<file path="src/rtl/knn_pkg.sv">
// knn_pkg: shared types and helpers for the top-K sorter and the distance units.
//   state_t    - sorter control states
//   slot_op_t  - per-slot update select (hold / insert new / take upper / take lower)
//   elem_t     - {tag,key} element at the default widths
//   key_better - ordering predicate used for insertion
package knn_pkg;

    typedef enum logic [1:0] {S_IDLE, S_FILL, S_DRAIN, S_FIN} state_t;

    typedef enum logic [1:0] {OP_HOLD, OP_INS, OP_SHDN, OP_SHUP} slot_op_t;

    localparam int TAG_DEF     = 2;
    localparam int WIDTH_DEF   = 4;
    localparam int K_MAX_DEF   = 8;
    localparam int MAX_NUM_DEF = 1024;
    localparam int NUM_W_DEF   = $clog2(MAX_NUM_DEF + 1);
    localparam int K_W_DEF     = $clog2(K_MAX_DEF + 1);
    localparam int KEY_CMP_W   = 32;

    typedef logic [TAG_DEF+WIDTH_DEF-1:0] elem_t;

    // True when key a should be placed ahead of key b. Keys arrive
    // zero-extended to KEY_CMP_W; left-justifying them puts the key MSB in
    // the sign position so one signed or unsigned compare covers any width.
    // Equal keys are never better, which keeps earlier arrivals ahead.
    function automatic logic key_better(input logic [KEY_CMP_W-1:0] a,
                                        input logic [KEY_CMP_W-1:0] b,
                                        input int unsigned          width,
                                        input logic                 mode,
                                        input logic                 signed_key);
        logic signed [KEY_CMP_W-1:0] a_s;
        logic signed [KEY_CMP_W-1:0] b_s;
        logic [KEY_CMP_W-1:0]        a_u;
        logic [KEY_CMP_W-1:0]        b_u;
        logic                        lt;
        logic                        gt;
        a_u = a << (KEY_CMP_W - width);
        b_u = b << (KEY_CMP_W - width);
        a_s = $signed(a_u);
        b_s = $signed(b_u);
        if (signed_key) begin
            lt = a_s < b_s;
            gt = a_s > b_s;
        end else begin
            lt = a_u < b_u;
            gt = a_u > b_u;
        end
        return mode ? gt : lt;
    endfunction

endpackage

</file>
<file path="src/rtl/topk_slot.sv">
// topk_slot: one entry of the insertion array (element register + valid bit).
//   clk_i, rst_i  clock, synchronous active-low reset (clears valid only)
//   clr_i         clear valid at query start
//   op_i          hold / load new_i / take prev_* (shift down) / take next_* (shift up)
//   new_i         incoming element
//   prev_*        neighbour above (index-1), next_* neighbour below (index+1)
//   better_i      incoming key beats this slot's key
//   data_o/valid_o  slot contents; cand_o = slot would accept the new element
module topk_slot
    import knn_pkg::*;
#(
    parameter int EW = 6
) (
    input  logic          clk_i,
    input  logic          rst_i,
    input  logic          clr_i,
    input  slot_op_t      op_i,
    input  logic [EW-1:0] new_i,
    input  logic [EW-1:0] prev_i,
    input  logic          prev_v_i,
    input  logic [EW-1:0] next_i,
    input  logic          next_v_i,
    input  logic          better_i,
    output logic [EW-1:0] data_o,
    output logic          valid_o,
    output logic          cand_o
);

    always_ff @(posedge clk_i) begin
        if (!rst_i) begin
            valid_o <= 1'b0;
        end else if (clr_i) begin
            valid_o <= 1'b0;
        end else begin
            case (op_i)
                OP_INS:  valid_o <= 1'b1;
                OP_SHDN: valid_o <= prev_v_i;
                OP_SHUP: valid_o <= next_v_i;
                default: valid_o <= valid_o;
            endcase
        end
    end

    // Data is qualified by valid_o, so it needs no reset.
    always_ff @(posedge clk_i) begin
        case (op_i)
            OP_INS:  data_o <= new_i;
            OP_SHDN: data_o <= prev_i;
            OP_SHUP: data_o <= next_i;
            default: data_o <= data_o;
        endcase
    end

    assign cand_o = !valid_o || better_i;

endmodule

</file>
<file path="src/rtl/topk_stream_sorter.sv">
// topk_stream_sorter: keeps the best k entries of a tagged distance stream in
// a register insertion array, then streams them out best-first.
//   clk_i, rst_i (sync, active-low)
//   start_i, num_i, k_i, mode_i : query setup, latched in IDLE
//   busy_o                      : high outside IDLE
//   in_v_i, in_data_i, in_ready_o : element input handshake ({tag,key})
//   out_v_o, out_data_o, out_last_o, out_ready_i : result handshake
//   done_o                      : one-cycle pulse at query end
module topk_stream_sorter
    import knn_pkg::*;
#(
    parameter int TAG        = 2,
    parameter int WIDTH      = 4,
    parameter int K_MAX      = 8,
    parameter int MAX_NUM    = 1024,
    parameter int SIGNED_KEY = 0
) (
    input  logic                             clk_i,
    input  logic                             rst_i,
    input  logic                             start_i,
    input  logic [$clog2(MAX_NUM+1)-1:0]     num_i,
    input  logic [$clog2(K_MAX+1)-1:0]       k_i,
    input  logic                             mode_i,
    output logic                             busy_o,
    input  logic                             in_v_i,
    input  logic [TAG+WIDTH-1:0]             in_data_i,
    output logic                             in_ready_o,
    output logic                             out_v_o,
    output logic [TAG+WIDTH-1:0]             out_data_o,
    output logic                             out_last_o,
    input  logic                             out_ready_i,
    output logic                             done_o
);

    localparam int EW    = TAG + WIDTH;
    localparam int NUM_W = $clog2(MAX_NUM + 1);
    localparam int KW    = $clog2(K_MAX + 1);

    state_t           state_q, state_d;
    logic [NUM_W-1:0] num_q, cnt_q;
    logic [KW-1:0]    k_q, k_eff;
    logic             mode_q;

    // Index K_MAX is a permanently empty sentinel feeding the last slot on drain.
    logic [EW-1:0]    slot_data [K_MAX+1];
    logic             slot_v    [K_MAX+1];
    logic             better    [K_MAX];
    logic             cand      [K_MAX];
    slot_op_t         ops       [K_MAX];

    logic             hs_in, hs_out, start_go, found;
    logic [KW-1:0]    pos;

    assign slot_data[K_MAX] = '0;
    assign slot_v[K_MAX]    = 1'b0;

    assign k_eff    = (k_i > KW'(K_MAX)) ? KW'(K_MAX) : k_i;
    assign start_go = (state_q == S_IDLE) && start_i;
    assign hs_in    = in_v_i && in_ready_o;
    assign hs_out   = out_v_o && out_ready_i;

    for (genvar i = 0; i < K_MAX; i++) begin : g_slot
        logic [EW-1:0] prev_d;
        logic          prev_v;
        if (i == 0) begin : g_first
            assign prev_d = in_data_i;
            assign prev_v = 1'b0;
        end else begin : g_rest
            assign prev_d = slot_data[i-1];
            assign prev_v = slot_v[i-1];
        end

        assign better[i] = key_better(KEY_CMP_W'(in_data_i[WIDTH-1:0]),
                                      KEY_CMP_W'(slot_data[i][WIDTH-1:0]),
                                      WIDTH, mode_q, SIGNED_KEY != 0);

        topk_slot #(.EW(EW)) u_slot (
            .clk_i    (clk_i),
            .rst_i    (rst_i),
            .clr_i    (start_go),
            .op_i     (ops[i]),
            .new_i    (in_data_i),
            .prev_i   (prev_d),
            .prev_v_i (prev_v),
            .next_i   (slot_data[i+1]),
            .next_v_i (slot_v[i+1]),
            .better_i (better[i]),
            .data_o   (slot_data[i]),
            .valid_o  (slot_v[i]),
            .cand_o   (cand[i])
        );
    end

    // Lowest slot below k_eff that is empty or holds a worse key.
    always_comb begin
        found = 1'b0;
        pos   = '0;
        for (int i = K_MAX - 1; i >= 0; i--) begin
            if (cand[i] && (KW'(i) < k_q)) begin
                found = 1'b1;
                pos   = KW'(i);
            end
        end
    end

    always_comb begin
        for (int i = 0; i < K_MAX; i++) begin
            ops[i] = OP_HOLD;
            if (hs_in && found) begin
                if (KW'(i) == pos)
                    ops[i] = OP_INS;
                else if ((KW'(i) > pos) && (KW'(i) < k_q))
                    ops[i] = OP_SHDN;
            end else if (hs_out) begin
                ops[i] = OP_SHUP;
            end
        end
    end

    always_ff @(posedge clk_i) begin
        if (!rst_i) begin
            state_q <= S_IDLE;
            num_q   <= '0;
            cnt_q   <= '0;
            k_q     <= '0;
            mode_q  <= 1'b0;
        end else begin
            state_q <= state_d;
            if (start_go) begin
                num_q  <= num_i;
                k_q    <= k_eff;
                mode_q <= mode_i;
                cnt_q  <= '0;
            end else if (hs_in) begin
                cnt_q <= cnt_q + NUM_W'(1);
            end
        end
    end

    always_comb begin
        state_d    = state_q;
        busy_o     = 1'b1;
        in_ready_o = 1'b0;
        out_v_o    = 1'b0;
        out_data_o = '0;
        out_last_o = 1'b0;
        done_o     = 1'b0;
        case (state_q)
            S_IDLE: begin
                busy_o = 1'b0;
                if (start_i)
                    state_d = ((num_i == '0) || (k_eff == '0)) ? S_FIN : S_FILL;
            end
            S_FILL: begin
                in_ready_o = 1'b1;
                if (hs_in && ((cnt_q + NUM_W'(1)) == num_q))
                    state_d = S_DRAIN;
            end
            S_DRAIN: begin
                out_v_o = slot_v[0];
                if (slot_v[0]) begin
                    out_data_o = slot_data[0];
                    out_last_o = !slot_v[1] || (k_q == KW'(1));
                end
                if (hs_out && out_last_o)
                    state_d = S_FIN;
            end
            S_FIN: begin
                done_o  = 1'b1;
                state_d = S_IDLE;
            end
            default: state_d = S_IDLE;
        endcase
    end

endmodule
</file>
<file path="config.mk">
export PLATFORM = sky130hd
export DESIGN_NAME = topk_stream_sorter
export DESIGN_NICKNAME = d
export VERILOG_FILES = /design/src/rtl/knn_pkg.sv /design/src/rtl/topk_slot.sv /design/src/rtl/topk_stream_sorter.sv
export SDC_FILE = /design/constraint.sdc
export NUM_CORES = 1
export LEC_CHECK = 0
export ABC_AREA = 0
export CORE_MARGIN = 2
export CORE_UTILIZATION = 58
export CTS_CLUSTER_DIAMETER = 60
export DETAILED_ROUTE_END_ITERATION = 8
export PLACE_DENSITY_LB_ADDON = 0.3
export SLEW_MARGIN = 20
export SYNTH_ARGS = -nofsm -noshare
export SYNTH_HDL_FRONTEND = slang
export SYNTH_HIERARCHICAL = 1
export SYNTH_SLANG_ARGS = --single-unit
</file>
<file path="constraint.sdc">
create_clock -name clk_i -period 6.15 [get_ports clk_i]
set_input_delay 1.23 -clock clk_i [delete_from_list [all_inputs] [get_ports clk_i]]
set_output_delay 1.23 -clock clk_i [all_outputs]
set_load 0.05 [all_outputs]
</file>
== Word-level counts from Yosys, hierarchy flattened ==
Index checks and enable logic that the tools add are counted.
W data, S select, Z words.
Operators by class
  add/sub/neg operators: 1
  $lt $le $gt $ge: 33
  equality and inequality tests: 39
  muxes and demuxes: 80
  bitwise logic cells: 1
  reductions and logical operators: 56
Operators with widths (number)
  $gt A32 B32 Y1: 8
  $lt A32 B32 Y1: 8
  $pmux W6 S3: 7
  $mux W2: 29
  $eq A2 B2 Y1 const B: 18
  $mux W3: 8
  $pmux W1 S3: 8
  $reduce_bool A3 Y1: 8
  $mux W1: 23
  $logic_and A1 B1 Y1: 22
  $eq A2 B1 Y1 const B: 9
  $lt A3 B4 Y1 const A: 4
  $eq A3 B3 Y1 const A: 4
  $gt A3 B3 Y1 const A: 4
  $mux W6: 2
  $pmux W6 S2: 1
  $add A11 B1 Y11 const B: 1
  $eq A11 B11 Y1: 1
  $logic_not A11 Y1: 1
  $logic_or A1 B1 Y1: 10
  $logic_not A1 Y1: 8
  $logic_not A4 Y1: 2
  $lt A1 B4 Y1 const A: 2
  $lt A2 B4 Y1 const A: 2
  other kinds (14): 20
Storage, ports and cells
  register bits: 85
  input bits: 27

== Logic depth before layout (Yosys ltp) ==
  depth in word-level cells: 20
  mapped depth: 18

== Hierarchy ==
Netlist, hierarchy kept.
By module, submodules not included
  topk_slot: times used 8, cells each 33, area each 371.6 µm²
  topk_stream_sorter: times used 1, cells each 393, area each 2967.8 µm²

== Worst setup path after synthesis ==
Ideal clock, no wire load.
  path kind: input-to-reg
  from: input port in_data_i[1]
  to: register g_slot[6].u_slot.valid_o
  arrival: 4.188 ns
  data required time: 6.031 ns
  slack: 1.843 ns
  stages: 16
  path through: ha_1 -> nor2b_1 -> o21ai_0 -> nand2b_1 -> a21oi_1 -> mux2i_1 -> nand2b_1 -> a2111o_1 -> o2bb2a_4 -> o21ai_2 -> o21ai_2 -> nand3_2 -> buf_4 -> o21ai_1 -> mux2_4 -> o221a_1
RTL lines
  start: declaration: RTL line topk_stream_sorter.sv:26  | input logic [TAG+WIDTH-1:0] in_data_i,
  end signal: assignment: RTL line topk_slot.sv:37  | OP_SHDN: valid_o <= prev_v_i;
  end signal: assignment: RTL line topk_slot.sv:38  | OP_SHUP: valid_o <= next_v_i;
  end signal: assignment: RTL line topk_slot.sv:39  | default: valid_o <= valid_o;
  end: declaration: RTL line topk_slot.sv:25  | output logic valid_o,

==> qor.yml <==
cts:
  h-tree-depth: 3
  cts_made_buffers: 9
  cts_root_buf: "clkbuf_8"
  cts_tree: "built"
  clk_path_buf_depth: 2
  cts.hold.buffers_added: 0
  post_cts_buffers: 0
  clock-sinks: 85
  clk_pin_slew_worst_paths_ns: 0.08
  cts_resized: 0
  clock_latency_ns: 0.37
cells_and_area:
  seq_area_um2: 2182
  diodes: 0
  final_core_util: 0.6762
  drive_gt1_frac: 0.09143
  final_common_cell: "nor2_1"
  multi_input_area_um2: 3466
  stdcell_area_um2: 6670
  final_cell_mix: "nor2_1, a21oi_1, nand2_1, mux2i_1, edfxtp_1"
  area_growth_pct: 12.28
  nNetsFinal: 760
  fillCellCount: 759
placement:
  place_congestion: 0.8739
  place_hpwl_mm: 10.82
  place_area_um2: 6455
  port_buffers: 37
yosys:
  yosys.area.top_type: "edfxtp_1"
  synth_edf_count: 48
  synth_cell_types: 62
  ys_seq_area_frac: 0.3673
  synth.cell_area_um2: 5941
  synthTopCellsByArea: "edfxtp_1, dfxtp_1, mux2i_1, ha_1, a21oi_1"
  ys_ff_latch: 85
  async_flop_share: 0
  synth-warning-count: 6
  synth_top_flop_cell: "edfxtp_1"
  postSynthCellCount: 657
  avgSynthCellArea_um2: 9.042
  yosys.area.top_type_share: 0.2426
critical_path:
  r2r_start: "g_slot[2].u_slot/data_o[2]$_DFFE_PP_"
  cp_data_required_time_ns: 6.26
  critPathKind: "input pin to register"
  critPathMaxFanout: 15
  cp_data_arrival_time_ns: 5.47
  r2r_setup_slack_ns: 1.96
  reg2regPathDepth: 15
  r2r-end: "g_slot[3].u_slot/data_o[0]$_DFFE_PP_"
  end_kind: "register"
  start_kind: "input pin"
floorplanning:
  top_level_ports: 38
  die_w_um: 105.2
  coreArea_um2: 9864
  die_h_um: 105.2
  num_rows: 36
  start_util: 0.6022
  dieArea_um2: 11070
sta:
  final_max_slew_viol_count: 0
  skew_ns: 0.009183
  worst-slew-pin-transition_ns: 0.9414
  rsz0062_at_grt: "false"
  finalHoldViolations: 0
  setup_viol: 0
  fin_crit_ns: 5.353
  period_share: 0.8705
  finalSetupTns_ns: 0
  max_freq_mhz: 186.8
  maxSlewHeadroom: 0.3682
hold_path:
  hold_end: "num_q[6]$_SDFFE_PN0P_"
  hold_path_depth: 2
  min_from: "num_q[6]$_SDFFE_PN0P_"
  holdCritPathClass: "register to register"
global_route:
  antenna_found_initial: 0
  grt_max_degree: 30
  track_usage: 0.2723
  grt_pass1_vias: 4802
  grt.overflow.total: 0
  grt_pass1_wl_mm: 24.04
status:
  status: "finished clean"
detailed_routing:
  vias_per_cell: 5.928
  ant_nets: 0
  avgRoutedWirePerCell_um: 17.61
  drt-initial-drc-count: 371
  drt-total-wl_mm: 14.67
  num_vias: 4938
  dr.pass1.iters: 5
  drcViolationCount: 0
power_and_ir_drop:
  p_leak_uw: 0.002519
  peakVddDrop_mv: 0.2013
  fin_total_pwr_uw: 1552
  powerDensity_nw_per_um2: 232.7
run:
  drv_cap: 0
-- cells by family (layout without fill, tap and decap cells) --
logic type,count (synthesis),in the layout,synth area share
AO/OA/AOI/OAI,152,152,0.1681
buffers and inverters,72,108,0.05371
AND/OR/NAND/NOR,225,225,0.1856
adder cells (fa/ha/maj),38,38,0.08003
other,1,8,0.0006312
flip-flops,85,85,0.3673
multiplexers,66,66,0.1182
XOR/XNOR,18,18,0.02654
-- registers in the layout, indices dropped and copies added, names as in the netlist --
name                   flops
g_slot.u_slot/data_o      48
num_q                     11
mode_q                     1
k_q                        4
cnt_q                     11
g_slot.u_slot/valid_o      8
state_q                    2
-- stage by stage --
stage | instances | setup slack (ns) | hold slack, ns
2_1_floorplan | 664 | 1.843 | 0.4551
3_3_place_gp | 817 | 0.7816 | 0.4680
3_5_place_dp | 817 | 0.6118 | 0.4732
4_1_cts | 833 | 1.008 | 0.4848
5_1_grt | 833 | 0.5807 | 0.5112
6_report | 833 | 0.7966 | 0.4808
-- per-layer routing --
metal | up-vias | global-route usage | part of all wire
met1 | 2287 | 0.3399 | 0.41
met2 | 204 | 0.4760 | 0.50
met5 | - | 0 | 0
met3 | 29 | 0.04928 | 0.069
met4 | 0 | 0.08286 | 0.018
li1 | 2418 | - | -
-- how the worst max path moves through the flow --
stage | startpoint | to | slack [ns]
2_1_floorplan | in_data_i[1] | g_slot[6].u_slot/valid_o$_SDFFE_PP0P_ | 1.84
3_3_place_gp | in_data_i[1] | g_slot[1].u_slot/data_o[2]$_DFFE_PP_ | 0.78
3_5_place_dp | in_data_i[1] | g_slot[3].u_slot/data_o[0]$_DFFE_PP_ | 0.61
4_1_cts | in_data_i[1] | g_slot[3].u_slot/data_o[0]$_DFFE_PP_ | 1.01
5_1_grt | in_data_i[1] | g_slot[3].u_slot/data_o[0]$_DFFE_PP_ | 0.58
6_report | in_data_i[3] | g_slot[3].u_slot/data_o[0]$_DFFE_PP_ | 0.80
-- layout make-up --
cell class,instances,area share
inverters,38,0.02138
multi-input cells,507,0.5196
flip-flops and latches,85,0.3271
well taps,133,0.02495
clock inverters,6,0.01313
clock buffers,10,0.01913
repair buffers,54,0.07466
-- where the power goes --
part / switching (µW) / leakage (µW) / internal [µW] / total (µW)
Clock: 207 / 0.000106 / 229 / 436
Combinational: 258 / 0.00168 / 170 / 428
Sequential: 47.9 / 0.000733 / 640 / 688
-- cells in the mapped netlist (6+ instances only) --
| library cell | count |
|---|---|
| o21ai_0 | 18 |
| mux2_4 | 8 |
| edfxtp_1 | 48 |
| nor2b_1 | 22 |
| nand4_1 | 9 |
| clkbuf_1 | 11 |
| dfxtp_1 | 37 |
| and3_1 | 8 |
| xnor2_1 | 9 |
| o221a_1 | 8 |
| or2_2 | 9 |
| nor2_1 | 68 |
| xor2_1 | 9 |
| o31ai_1 | 6 |
| inv_1 | 37 |
| nand3_1 | 10 |
| nand2b_1 | 17 |
| buf_2 | 18 |
| nor3_1 | 6 |
| nand2_1 | 57 |
| a21boi_0 | 15 |
| ha_1 | 38 |
| mux2i_1 | 57 |
| a21oi_1 | 67 |
-- critical path: stages --
cell and delay (ns):
clkdlybuf4s50_1 0.80, ha_1 0.35, nand3_1 0.11, o22ai_1 0.10, o221ai_1 0.20, o31ai_1 0.15, nand2b_1 0.29, a311oi_1 0.47
o2bb2a_4 0.20, o21ai_2 0.08, o21ai_2 0.16, nand3_2 0.29, o21ai_1 0.62, mux2i_1 0.30, a21oi_1 0.09
Note: power is estimated with default switching activity, not from simulation.
